==> config.mk <==
export PLATFORM = sky130hd
export DESIGN_NAME = add_sub_sequencer
export DESIGN_NICKNAME = d
export VERILOG_FILES = /design/src/rtl/add_sub_sequencer.sv
export SDC_FILE = /design/constraint.sdc
export NUM_CORES = 1
export LEC_CHECK = 0
export ABC_CLOCK_PERIOD_IN_PS = 2000
export CELL_PAD_IN_SITES_DETAIL_PLACEMENT = 1
export CELL_PAD_IN_SITES_GLOBAL_PLACEMENT = 1
export CORE_AREA = 2 2 107 109
export DETAILED_ROUTE_END_ITERATION = 8
export DIE_AREA = 0 0 109 111
export MAX_ROUTING_LAYER = met4
export PLACE_DENSITY = 0.81
export SETUP_SLACK_MARGIN = 0.02
export SLEW_MARGIN = 15
export SYNTH_ARGS = -nofsm -noshare
export SYNTH_HDL_FRONTEND = slang
export SYNTH_SLANG_ARGS = --single-unit
==> constraint.sdc <==
create_clock -name clk -period 2 [get_ports clk]
set_input_delay 0.6 -clock clk [delete_from_list [all_inputs] [get_ports clk]]
set_output_delay 0.6 -clock clk [all_outputs]
set_load 0.02 [all_outputs]
==> src/rtl/add_sub_sequencer.sv <==
// Multi-cycle WIDTH-bit add/subtract that time-shares one external 4-bit adder/subtractor,
// walking nibbles LSB first and inserting a correction pass wherever carry/borrow must ripple in.
module add_sub_sequencer #(
    parameter int unsigned NIBBLES = 4
) (
    input  logic                   clk,
    input  logic                   rst_n,
    input  logic                   in_valid,
    output logic                   in_ready,
    input  logic [4*NIBBLES-1:0]   in_a,
    input  logic [4*NIBBLES-1:0]   in_b,
    input  logic                   in_sub,
    output logic                   out_valid,
    input  logic                   out_ready,
    output logic [4*NIBBLES-1:0]   out_result,
    output logic                   out_cout,
    output logic                   out_ovf,
    output logic [3:0]             au_a,
    output logic [3:0]             au_b,
    output logic                   au_sub,
    input  logic [3:0]             au_result,
    input  logic                   au_cout
);

    localparam int unsigned WIDTH = 4 * NIBBLES;
    localparam int unsigned KW    = (NIBBLES > 1) ? $clog2(NIBBLES) : 1;
    localparam logic [KW-1:0] K_LAST = KW'(NIBBLES - 1);

    typedef enum logic [1:0] {
        IDLE = 2'd0,
        CALC = 2'd1,
        FIX  = 2'd2,
        DONE = 2'd3
    } state_t;

    state_t state, state_d;

    logic [WIDTH-1:0] a_q, a_d;
    logic [WIDTH-1:0] b_q, b_d;
    logic [WIDTH-1:0] res_q, res_d;
    logic             op_q, op_d;
    logic [KW-1:0]    k_q, k_d;
    logic             c_q, c_d;
    logic             c1_q, c1_d;

    logic             in_ready_d;
    logic             out_valid_d;
    logic [WIDTH-1:0] out_result_d;
    logic             out_cout_d;
    logic             out_ovf_d;
    logic [3:0]       au_a_d;
    logic [3:0]       au_b_d;
    logic             au_sub_d;

    logic             fix;
    logic             last;
    logic [KW-1:0]    k_nxt;
    logic             adv;
    logic             c_new;
    logic [WIDTH-1:0] res_new;
    logic             sign_a, sign_b, sign_s;

    // A carry (add) or borrow (sub) entering nibble k needs a second pass through the unit
    assign fix   = (k_q != '0) && (c_q ^ op_q);
    assign last  = (k_q == K_LAST);
    assign k_nxt = k_q + KW'(1);

    // State register
    always_ff @(posedge clk or negedge rst_n) begin
        if (!rst_n) begin
            state <= IDLE;
        end else begin
            state <= state_d;
        end
    end

    // Next-state logic
    always_comb begin
        state_d = state;
        case (state)
            IDLE: if (in_valid) state_d = CALC;
            CALC: begin
                if (fix)       state_d = FIX;
                else if (last) state_d = DONE;
                else           state_d = CALC;
            end
            FIX:  state_d = last ? DONE : CALC;
            DONE: if (out_ready) state_d = IDLE;
            default: state_d = IDLE;
        endcase
    end

    // Output / datapath next values; au_* are prepared for the state being entered
    always_comb begin
        a_d          = a_q;
        b_d          = b_q;
        res_d        = res_q;
        op_d         = op_q;
        k_d          = k_q;
        c_d          = c_q;
        c1_d         = c1_q;
        out_valid_d  = out_valid;
        out_result_d = out_result;
        out_cout_d   = out_cout;
        out_ovf_d    = out_ovf;
        au_a_d       = 4'h0;
        au_b_d       = 4'h0;
        au_sub_d     = 1'b0;
        in_ready_d   = (state_d == IDLE);
        adv          = 1'b0;
        c_new        = au_cout;
        res_new      = res_q;
        sign_a       = a_q[WIDTH-1];
        sign_b       = b_q[WIDTH-1];
        sign_s       = 1'b0;

        case (state)
            IDLE: begin
                if (in_valid) begin
                    a_d      = in_a;
                    b_d      = in_b;
                    op_d     = in_sub;
                    k_d      = '0;
                    c_d      = 1'b0;
                    au_a_d   = in_a[3:0];
                    au_b_d   = in_b[3:0];
                    au_sub_d = in_sub;
                end
            end
            CALC: begin
                c1_d = au_cout;
                if (fix) begin
                    au_a_d   = au_result;
                    au_b_d   = 4'b0001;
                    au_sub_d = op_q;
                end else begin
                    adv = 1'b1;
                end
            end
            FIX: begin
                adv   = 1'b1;
                c_new = op_q ? (c1_q & au_cout) : (c1_q | au_cout);
            end
            DONE: begin
                if (out_ready) out_valid_d = 1'b0;
            end
            default: ;
        endcase

        if (adv) begin
            res_new[{k_q, 2'b00} +: 4] = au_result;
            res_d  = res_new;
            c_d    = c_new;
            sign_s = res_new[WIDTH-1];
            if (last) begin
                out_valid_d  = 1'b1;
                out_result_d = res_new;
                out_cout_d   = c_new;
                out_ovf_d    = op_q ? ((sign_a != sign_b) && (sign_s != sign_a))
                                    : ((sign_a == sign_b) && (sign_s != sign_a));
            end else begin
                k_d      = k_nxt;
                au_a_d   = a_q[{k_nxt, 2'b00} +: 4];
                au_b_d   = b_q[{k_nxt, 2'b00} +: 4];
                au_sub_d = op_q;
            end
        end
    end

    // Datapath and output registers
    always_ff @(posedge clk or negedge rst_n) begin
        if (!rst_n) begin
            a_q        <= '0;
            b_q        <= '0;
            res_q      <= '0;
            op_q       <= 1'b0;
            k_q        <= '0;
            c_q        <= 1'b0;
            c1_q       <= 1'b0;
            in_ready   <= 1'b1;
            out_valid  <= 1'b0;
            out_result <= '0;
            out_cout   <= 1'b0;
            out_ovf    <= 1'b0;
            au_a       <= 4'h0;
            au_b       <= 4'h0;
            au_sub     <= 1'b0;
        end else begin
            a_q        <= a_d;
            b_q        <= b_d;
            res_q      <= res_d;
            op_q       <= op_d;
            k_q        <= k_d;
            c_q        <= c_d;
            c1_q       <= c1_d;
            in_ready   <= in_ready_d;
            out_valid  <= out_valid_d;
            out_result <= out_result_d;
            out_cout   <= out_cout_d;
            out_ovf    <= out_ovf_d;
            au_a       <= au_a_d;
            au_b       <= au_b_d;
            au_sub     <= au_sub_d;
        end
    end

endmodule
==> results.py, run 1 <==
metrics = {
    "pwr": {
        "p_total_mw": 7.87,
        "power_density_nw_per_um2": 1540,
        "irDropWorstVdd_uv": 539,
        "p_leak_nw": 2.36,
    },
    "routing": {
        "ant_nets": 0,
        "vias": 3066,
        "drt-total-wl_mm": 9.94,
        "drtPass1Iterations": 5,
        "vias_per_cell": 5.07,
        "drt_iter0_markers": 59,
        "drc": 0,
        "wl_per_cell_um": 16.4,
    },
    "cells_and_area": {
        "area_growth_pct": 32.3,
        "num_antenna_cells": 0,
        "fin_area_um2": 5120,
        "fin_cells": 605,
        "finish.net_count": 509,
        "multiInputGateArea_um2": 1610,
        "register_area_um2": 2100,
        "nFillCells": 1242,
        "drive_gt1_share_pct": 11.9,
    },
    "logic_synthesis": {
        "synthFlopType": "dfrtp_1",
        "postSynthNetCount": 435,
        "synth_top_area_cell": "dfrtp_1",
        "synthCells": 383,
        "synth.cell_area_um2": 3870,
        "yosysUniqueCellTypes": 38,
        "ys_async_sr_fraction_pct": 100,
        "postSynthAreaPerCell_um2": 10.1,
        "ys_seq_elements": 84,
        "synth_edf_count": 0,
        "netlist_top_cells_area": "dfrtp_1 54%, nand2_1 13%, mux4_2 4.7%",
        "ys_seq_area_share_pct": 54.4,
        "yosys_warnings": 0,
        "synth.top_cell.area_share_pct": 53.7,
    },
    "job": {
        "maxCapViolCount": 0,
    },
    "min_path": {
        "min_path_type": "in2async",
    },
    "critical_path": {
        "slowest_delay_ns": 0.62,
        "cp-end-kind": "primary output",
        "r2r_cells": 6,
        "path_delay_family": "buffers and inverters",
        "critPathLaunchType": "register",
        "cp.required_ns": 1.40,
        "cp_slowest_cell": "clkdlybuf4s50_1",
        "worstSetupPathType": "reg2out",
        "timing.rr.start": "state[0]",
        "r2r_end": "k_q[1]",
        "critical_path_arrival_ns": 1.34,
        "critPathBufInv": 1,
        "cp_cell_sequence": "clkdlybuf4s50_1",
        "path_max_fanout": 1,
        "r2r_setup_slack_ns": 0.14,
    },
    "sta": {
        "fin_setup_tns_ns": 0,
        "slew-limit-headroom_pct": 64.3,
        "clock_skew_ns": 0.00953,
        "hold_violations": 0,
        "hold_slack_ns": 0.174,
        "post-route-period-util_pct": 96.8,
        "max_freq_mhz": 517,
        "fin_crit_ns": 1.94,
        "tightest_slew_ns": 0.534,
        "setup_violations": 0,
        "slew_violations": 0,
        "rsz0062_at_grt": "true",
    },
    "clock_tree": {
        "cts_tree": "yes",
        "cts_root_buffer": "clkbuf_16",
        "postCtsSetupBuffers": 0,
        "clk_pin_slew_ns": 0.07,
        "htree_levels": 3,
        "worstSkewPairLatency_ns": 0.35,
        "clockBufferDepth": 2,
        "numClockSinks": 84,
        "cts_made_buffers": 9,
    },
    "die": {
        "die_w_um": 109,
        "start_util_pct": 34.9,
        "rows": 39,
        "die_y_um": 111,
        "core_area_um2": 11100,
        "die_area_um2": 12100,
        "io_pins": 71,
    },
    "run_status": {
        "status": "completed",
    },
    "grt": {
        "grt_antenna_before_repair": 0,
        "grt_start_max_net_pins": 37,
        "grt-ovfl-total": 0,
        "grt_pass1_wl_mm": 16.5,
        "grt_pass1_vias": 3363,
        "grtUsageTotal_pct": 18.3,
    },
    "placed_design": {
        "place_inst": 589,
        "dpl_cell_area_um2": 4820,
        "port_buffers": 70,
        "gp_congestion": 0.782,
        "dp_hpwl_mm": 7.04,
    },
}
## report_power, final
group	total, mW	internal [mW]	switching, mW
sequential	2.83	2.41	0.420
clock	1.60	0.861	0.744
combinational	3.43	1.59	1.83
total	7.87	4.87	3.00
## metal layers
layer / track usage, % / part of all wire, % / vias up
met5: - / 0 / -
met4: 5.90 / 1.6 / 0
met3: 3.53 / 3.3 / 13
met2: 29.7 / 51 / 68
met1: 23.0 / 45 / 1536
li1: - / - / 1449
## placed cells by master (no fill, tap or decap), types with 2 or more instances in the layout
master / count
and4_2: 2
buf_12: 6
ha_1: 9
clkbuf_16: 9
mux4_2: 8
and4b_1: 2
a21oi_1: 22
o21ai_0: 25
clkinv_4: 2
nor2b_1: 13
xor2_1: 2
dfrtp_1: 83
mux2i_1: 3
clkdlybuf4s50_1: 68
a31oi_1: 2
a32o_1: 15
inv_1: 7
nor2_1: 8
a21boi_0: 4
inv_6: 2
buf_4: 12
nand2_1: 131
a221oi_1: 4
## Yosys cell counts, types with 2 or more instances
cell type  instances
a21boi_0           4
a21oi_1           22
a221oi_1           4
a31oi_1            2
a32o_1            15
and4_1             2
and4b_1            2
buf_1              6
buf_2              8
buf_6              4
clkbuf_1           6
dfrtp_1           83
ha_1              10
inv_1              7
mux2i_1            3
mux4_2             8
nand2_1          131
nor2_1             9
nor2b_1           13
o21ai_0           25
xor2_1             2
## through the flow
stage	setup WS, ns	utilization [%]
after global placement	0.0732	43.5
after global routing	0.00207	46.2
after CTS	0.0486	46.0
after detailed placement	-0.000929	43.5
final	0.0648	46.2
after floorplan	0.0899	-
## cell families (layout without fill, tap and decap cells)
logic type	count (synthesis)	count (layout)	synth area share [%]
AOI/OAI and AO/OA	78	78	13.5
xor gates and xnor gates	3	3	0.874
adders and majority gates	10	10	3.24
buffers and inverters	32	111	4.24
DFF	84	84	54.4
muxes	12	12	5.73
and+or+nand+nor	164	164	18.0
## state kept, by name, summed over array words and instances, names as in the netlist, 2 cells and up
name,cells
a_q,16
au_a,4
au_b,4
b_q,16
k_q,2
out_result,16
res_q,16
state,2
## worst max-delay path by stage
stage          slack [ns]  cells after the start        end     start
4_1_cts              0.05                      1    au_a[1]   au_a[1]
6_report             0.06                      1    au_a[1]   au_a[1]
3_3_place_gp         0.07                      6    au_a[2]  in_valid
3_5_place_dp      -0.0009                      6    au_a[1]  in_valid
5_1_grt             0.002                      7    au_a[2]    k_q[1]
2_1_floorplan        0.09                      7  res_q[13]    k_q[0]
## what timing repair did
action,CTS,global route
resized for setup,2,6
hold buffers,0,0
endpoints found under the setup margin,2,15
## final cells by class
class | count | area share, %
Inverter | 7 | 0.514
Tap cell | 143 | 3.50
Sequential cell | 84 | 41.1
Clock inverter | 7 | 1.15
Timing Repair Buffer | 88 | 17.8
Multi-Input combinational cell | 267 | 31.5
Clock buffer | 9 | 4.40
Note: power is estimated with default switching activity, not from simulation.
==> run 2: changes to the inputs <==
--- a/config.mk
+++ b/config.mk
@@ -5,14 +5,14 @@
 export SDC_FILE = /design/constraint.sdc
 export NUM_CORES = 1
 export LEC_CHECK = 0
-export ABC_CLOCK_PERIOD_IN_PS = 2000
+export ABC_CLOCK_PERIOD_IN_PS = 1700
 export CELL_PAD_IN_SITES_DETAIL_PLACEMENT = 1
 export CELL_PAD_IN_SITES_GLOBAL_PLACEMENT = 1
 export CORE_AREA = 2 2 107 109
 export DETAILED_ROUTE_END_ITERATION = 8
 export DIE_AREA = 0 0 109 111
 export MAX_ROUTING_LAYER = met4
-export PLACE_DENSITY = 0.81
+export PLACE_DENSITY_LB_ADDON = 0.1
 export SETUP_SLACK_MARGIN = 0.02
 export SLEW_MARGIN = 15
 export SYNTH_ARGS = -nofsm -noshare
==> constraint.sdc (replaced) <==
create_clock -name clk -period 1.7 [get_ports clk]
set_input_delay 0.51 -clock clk [delete_from_list [all_inputs] [get_ports clk]]
set_output_delay 0.51 -clock clk [all_outputs]
set_load 0.02 [all_outputs]
==> run 2 against run 1 <==
Compared with the run above:
- the flow now finishes with violations (setup timing)
- sequential share of layout area fell by 3.3 points
- clock-buffer cell count is 3 higher
- critical endpoint is now res_q[14]
- global-route usage grew 0.26 points
- worst hold slack worse by 0.019 ns
- via count up 2.7%
- critical path type is now reg2reg
- largest power group unchanged
- flip-flop and latch count unchanged
==> results.py, run 2 (synthesis gave the netlist of run 1 again) <==
metrics = {
    "clock_tree": {
        "htree_levels": 3,
        "numClockSinks": 84,
        "cts_made_buffers": 9,
        "worstSkewPairLatency_ns": 0.33,
        "cts_tree": "yes",
        "clk_pin_slew_ns": 0.06,
        "clockBufferDepth": 2,
        "cts_root_buffer": "clkbuf_16",
        "holdBufCountCts": 0,
    },
    "placed_design": {
        "pre_cts_ws_ns": -0.215,
        "port_buffers": 70,
        "place_inst": 615,
        "gp_congestion": 0.732,
        "dpl_cell_area_um2": 5090,
        "dp_hpwl_mm": 6.94,
    },
    "routing": {
        "ant_nets": 0,
        "vias": 3149,
        "drt-total-wl_mm": 10.3,
        "drc": 0,
        "drt_iter0_markers": 91,
        "drtPass1Iterations": 4,
        "vias_per_cell": 4.94,
        "wl_per_cell_um": 16.2,
    },
    "pwr": {
        "power_frac_seq_pct": 33.3,
        "power_density_nw_per_um2": 1790,
        "combPwrFrac_pct": 47.5,
        "irDropWorstVdd_uv": 764,
        "p_leak_nw": 2.63,
        "power.internal_mw": 6.28,
        "power.switching_mw": 3.67,
        "p_clk_share_pct": 19.3,
        "p_sw_share_pct": 36.9,
    },
    "critical_path": {
        "timing.rr.start": "state[0]",
        "cp_cell_sequence": "inv_2, ha_4, or2_4, o211a_4, clkbuf_16, a32o_1",
        "critPathLaunchType": "register",
        "path_max_fanout": 6,
        "critPathBufInv": 2,
        "critical_path_arrival_ns": 1.91,
        "worstSetupPathType": "reg2reg",
        "slowest_delay_ns": 0.38,
        "cp_slowest_cell": "dfrtp_1",
        "cp-end-kind": "register",
        "path_delay_family": "compound AO/OA/AOI/OAI gates",
        "crit_start": "state[0]",
        "cp.required_ns": 1.91,
    },
    "die": {
        "die_y_um": 111,
        "die_area_um2": 12100,
        "rows": 39,
        "core_area_um2": 11100,
        "io_pins": 71,
        "die_w_um": 109,
        "start_util_pct": 34.9,
    },
    "sta": {
        "setup_violations": 1,
        "hold_violations": 0,
        "post-route-period-util_pct": 100,
        "fin_crit_ns": 1.70,
        "tightest_slew_ns": 0.322,
        "rsz0062_at_grt": "true",
        "clock_skew_ns": 0.00721,
        "timing.final.ws_setup_ns": -0.000741,
        "slew-limit-headroom_pct": 78.5,
        "max_freq_mhz": 588,
        "fin_setup_tns_ns": -0.000741,
        "slew_violations": 0,
    },
    "cells_and_area": {
        "fin_area_um2": 5580,
        "drive_gt1_share_pct": 22.2,
        "layout_commonest_cell": "nand2_1",
        "num_antenna_cells": 0,
        "fin_cells": 638,
        "final_cell_mix": "126 x nand2_1, 81 x dfrtp_1, 40 x clkdlybuf4s50_1",
        "area_growth_pct": 44.2,
        "finish.net_count": 542,
    },
    "run_status": {
        "status": "complete, but fails checks",
        "violations": "setup timing",
    },
    "grt": {
        "grt_antenna_before_repair": 0,
        "grt_pass1_wl_mm": 16.8,
        "grt_pass1_vias": 3315,
        "grt-ovfl-total": 0,
        "grtUsageTotal_pct": 18.6,
        "grt_start_max_net_pins": 45,
    },
    "job": {
        "maxCapViolCount": 0,
    },
    "min_path": {
        "min_path_type": "in2async",
    },
}
## run 2: changes by cell type in the layout (fill, tap and decap cells not counted), sizes merged
cell and delta:
bufinv +1, clkinv -2, clkinvlp +1, buf +31, inv -3, clkbuf +6
dlygate4sd2 +27, clkdlybuf4s50 -28
## run 2: metal layers
| layer | track usage, % | vias to the layer above | share of wire (%) |
|---|---|---|---|
| met3 | 2.82 | 11 | 3.5 |
| li1 | - | 1524 | - |
| met4 | 7.18 | 0 | 1.8 |
| met2 | 30.2 | 57 | 51 |
| met5 | - | - | 0 |
| met1 | 23.1 | 1557 | 43 |
## run 2: timing repair
action	4_1_cts	5_1_grt
buffers inserted	2	2
resized for setup	37	29
pin swaps	1	21
gates cloned	1	2
setup endpoints to repair	51	28
## run 2: cell type report
class / instances / area, um^2
multi-input cells: 267 / 1760
flip-flops and latches: 84 / 2110
repair buffers: 121 / 1220
inverters: 7 / 28.8
clock inverters: 4 / 50.0
fillers: 1212 / 5500
clock buffers: 12 / 236
well taps: 143 / 179
## run 2: stage by stage
step / util, % / hold WS [ns] / total power, mW
after floorplan: - / 0.214 / 5.88
after global placement: 45.9 / 0.456 / 7.61
after detailed placement: 45.9 / 0.463 / 7.77
after CTS: 48.8 / 0.164 / 9.68
after global routing: 50.3 / 0.168 / 10.7
final: 50.3 / 0.155 / 9.95
## run 2: path summary, 6_finish.rpt
path	cells past startpoint	to	slack [ns]
max in group asynchronous	2	in_ready	1.29
hold reg to reg	2	out_valid	0.47
min in group clk	2	out_valid	0.47
setup / recovery	6	res_q[14]	-0.0007
hold / removal	2	out_valid	0.15
setup reg to reg	6	res_q[14]	-0.0007
## run 2: worst reg2reg max path: cells and delay by family (launching register included)
kind,cells,cell delay [ns]
AO/OA/AOI/OAI,2,0.52
adder cells (fa/ha/maj),1,0.17
buffers and inverters,2,0.27
flip-flops,1,0.38
AND/OR/NAND/NOR,1,0.25
## run 2: power by group through the flow
stage / sequential (mW) / combinational, mW / clock (mW)
after CTS: 3.30 / 4.42 / 1.96
after global routing: 3.42 / 5.23 / 2.06
final: 3.31 / 4.72 / 1.92
after detailed placement: 3.35 / 4.41 / 0
after global placement: 3.31 / 4.30 / 0
after floorplan: 3.59 / 2.29 / 0
==> run 3: changes to the inputs <==
--- a/config.mk
+++ b/config.mk
@@ -13,7 +13,6 @@
 export DIE_AREA = 0 0 109 111
 export MAX_ROUTING_LAYER = met4
 export PLACE_DENSITY_LB_ADDON = 0.1
-export SETUP_SLACK_MARGIN = 0.02
 export SLEW_MARGIN = 15
 export SYNTH_ARGS = -nofsm -noshare
 export SYNTH_HDL_FRONTEND = slang
==> run 3 against run 2 <==
Compared with the run above:
- the flow still finishes with violations (setup timing)
- total power up 0.12%
- sequential share of layout area down 0.051 points
- first-iteration DRC count up 9.9%
- critical path depth unchanged
- fmax down 0.45%
- clock-buffer cell count unchanged
- wire length up 0.29%
- setup slack worse by 0.0077 ns
- non-clock buffer count up 1
- flip-flop and latch count unchanged
- clock skew about the same
- critical endpoint unchanged
- largest cell class unchanged
==> results.py, run 3 (synthesis gave the netlist of run 1 again) <==
metrics = {
    "cells_and_area": {
        "finish.net_count": 543,
        "area_growth_pct": 44.4,
        "fin_cells": 639,
        "fin_area_um2": 5580,
        "num_antenna_cells": 0,
        "final_core_util_pct": 50.4,
        "drive_gt1_share_pct": 21.8,
        "layout_commonest_cell": "nand2_1",
        "final_cell_mix": "127 x nand2_1, 81 x dfrtp_1, 40 x clkdlybuf4s50_1, 40 x buf_4, 28 x dlygate4sd2_1",
    },
    "grt": {
        "grt_start_max_net_pins": 45,
        "grt_pass1_vias": 3315,
        "grt-ovfl-total": 0,
        "grtUsageTotal_pct": 18.6,
        "grt_pass1_wl_mm": 16.7,
        "grt_antenna_before_repair": 0,
    },
    "pwr": {
        "power_density_nw_per_um2": 1780,
        "power_frac_seq_pct": 33.3,
        "power.switching_mw": 3.68,
        "combPwrFrac_pct": 47.5,
        "p_leak_nw": 2.64,
        "power.internal_mw": 6.29,
        "irDropWorstVdd_uv": 761,
        "p_sw_share_pct": 36.9,
        "p_clk_share_pct": 19.2,
        "p_total_mw": 9.97,
    },
    "routing": {
        "drt_iter0_markers": 100,
        "wl_per_cell_um": 16.2,
        "vias_per_cell": 4.93,
        "ant_nets": 0,
        "drt-total-wl_mm": 10.4,
        "drc": 0,
        "vias": 3152,
        "drtPass1Iterations": 4,
    },
    "sta": {
        "timing.final.ws_setup_ns": -0.00844,
        "fin_setup_tns_ns": -0.0107,
        "fin_crit_ns": 1.71,
        "hold_violations": 0,
        "setup_violations": 2,
        "slew-limit-headroom_pct": 78.6,
        "max_freq_mhz": 585,
        "slew_violations": 0,
        "clock_skew_ns": 0.00732,
        "tightest_slew_ns": 0.319,
        "post-route-period-util_pct": 100,
        "rsz0062_at_grt": "true",
    },
    "min_path": {
        "min_path_type": "in2async",
    },
    "critical_path": {
        "r2r_end": "res_q[14]",
        "slowest_delay_ns": 0.38,
        "r2r_setup_slack_ns": -0.008,
        "r2r_cells": 6,
        "path_max_fanout": 6,
        "critPathLaunchType": "register",
        "timing.rr.start": "state[0]",
        "crit_end": "res_q[14]",
        "worstSetupPathType": "reg2reg",
        "cp-end-kind": "register",
        "crit_start": "state[0]",
        "critical_path_arrival_ns": 1.92,
        "cp_cell_sequence": "inv_2, ha_4, or2_4, o211a_4, clkbuf_16, a32o_1",
        "cp.required_ns": 1.91,
        "cp_slowest_cell": "dfrtp_1",
    },
    "die": {
        "io_pins": 71,
        "die_w_um": 109,
        "start_util_pct": 34.9,
        "die_y_um": 111,
        "die_area_um2": 12100,
        "rows": 39,
        "core_area_um2": 11100,
    },
    "placed_design": {
        "gp_congestion": 0.732,
        "dpl_cell_area_um2": 5090,
        "place_inst": 615,
        "port_buffers": 70,
        "dp_hpwl_mm": 6.94,
    },
    "clock_tree": {
        "holdBufCountCts": 0,
        "clk_pin_slew_ns": 0.06,
        "clockBufferDepth": 2,
        "cts_made_buffers": 9,
        "worstSkewPairLatency_ns": 0.33,
        "numClockSinks": 84,
        "cts_root_buffer": "clkbuf_16",
        "cts_tree": "yes",
        "htree_levels": 3,
    },
    "run_status": {
        "violations": "setup timing",
        "status": "complete, but fails checks",
    },
    "job": {
        "maxCapViolCount": 0,
    },
}
-- run 3: cell count changes in the layout (fill, tap and decap cells not counted), sizes merged --
cell | previous run | this run
buf | 50 | 51
clkbuf | 15 | 14
clkdlybuf4s15 | 0 | 1
-- run 3: how the worst min path moves through the flow --
stage	to	slack, ns	cells past startpoint
6_report	out_valid	0.15	2
3_5_place_dp	b_q[4]	0.46	2
3_3_place_gp	b_q[4]	0.46	2
4_1_cts	out_valid	0.16	2
5_1_grt	au_sub	0.17	2
2_1_floorplan	a_q[0]	0.21	0
-- run 3: layout make-up --
cell class | instances | area [um^2]
repair buffers | 122 | 1230
flip-flops and latches | 84 | 2110
fillers | 1209 | 5490
well taps | 143 | 179
clock buffers | 12 | 236
clock inverters | 4 | 50.0
inverters | 7 | 28.8
multi-input cells | 267 | 1750
-- run 3: worst max-delay path, delay by kind of cell, from the launching register on --
family / cells / cell delay [ns]
compound gates: 2 / 0.52
flops: 1 / 0.38
simple gates: 1 / 0.25
fa+ha+maj: 1 / 0.17
buf+inv: 2 / 0.27
-- run 3: timing repair --
| action | 4_1_cts | 5_1_grt |
|---|---|---|
| cloned | 1 | 2 |
| pin swaps | 1 | 22 |
| endpoints found under the setup margin | 47 | 29 |
| endpoints found under the hold margin | 0 | 0 |
| gates resized for setup | 34 | 29 |
| setup buffers | 2 | 3 |
-- run 3: routing by layer --
layer,global-route usage [%],vias up,share of wire (%)
li1,-,1526,-
met1,23.2,1560,44
met2,30.1,57,52
met3,2.82,9,3.4
met4,7.18,0,1.2
met5,-,-,0
-- run 3: power by group through the flow --
stage               Sequential (mW)  Combinational (mW)  Clock, mW
finish                         3.32                4.73       1.92
global route                   3.42                5.23       2.06
CTS                            3.29                4.40       1.96
detailed placement             3.35                4.41          0
global placement               3.31                4.30          0
floorplan                      3.59                2.29          0
-- run 3: metrics by stage --
| step | setup slack [ns] | hold WS, ns |
|---|---|---|
| 2_1_floorplan | -0.0172 | 0.214 |
| 3_3_place_gp | -0.193 | 0.456 |
| 3_5_place_dp | -0.215 | 0.463 |
| 4_1_cts | 0.00279 | 0.164 |
| 5_1_grt | -0.0745 | 0.168 |
| 6_report | -0.00844 | 0.155 |
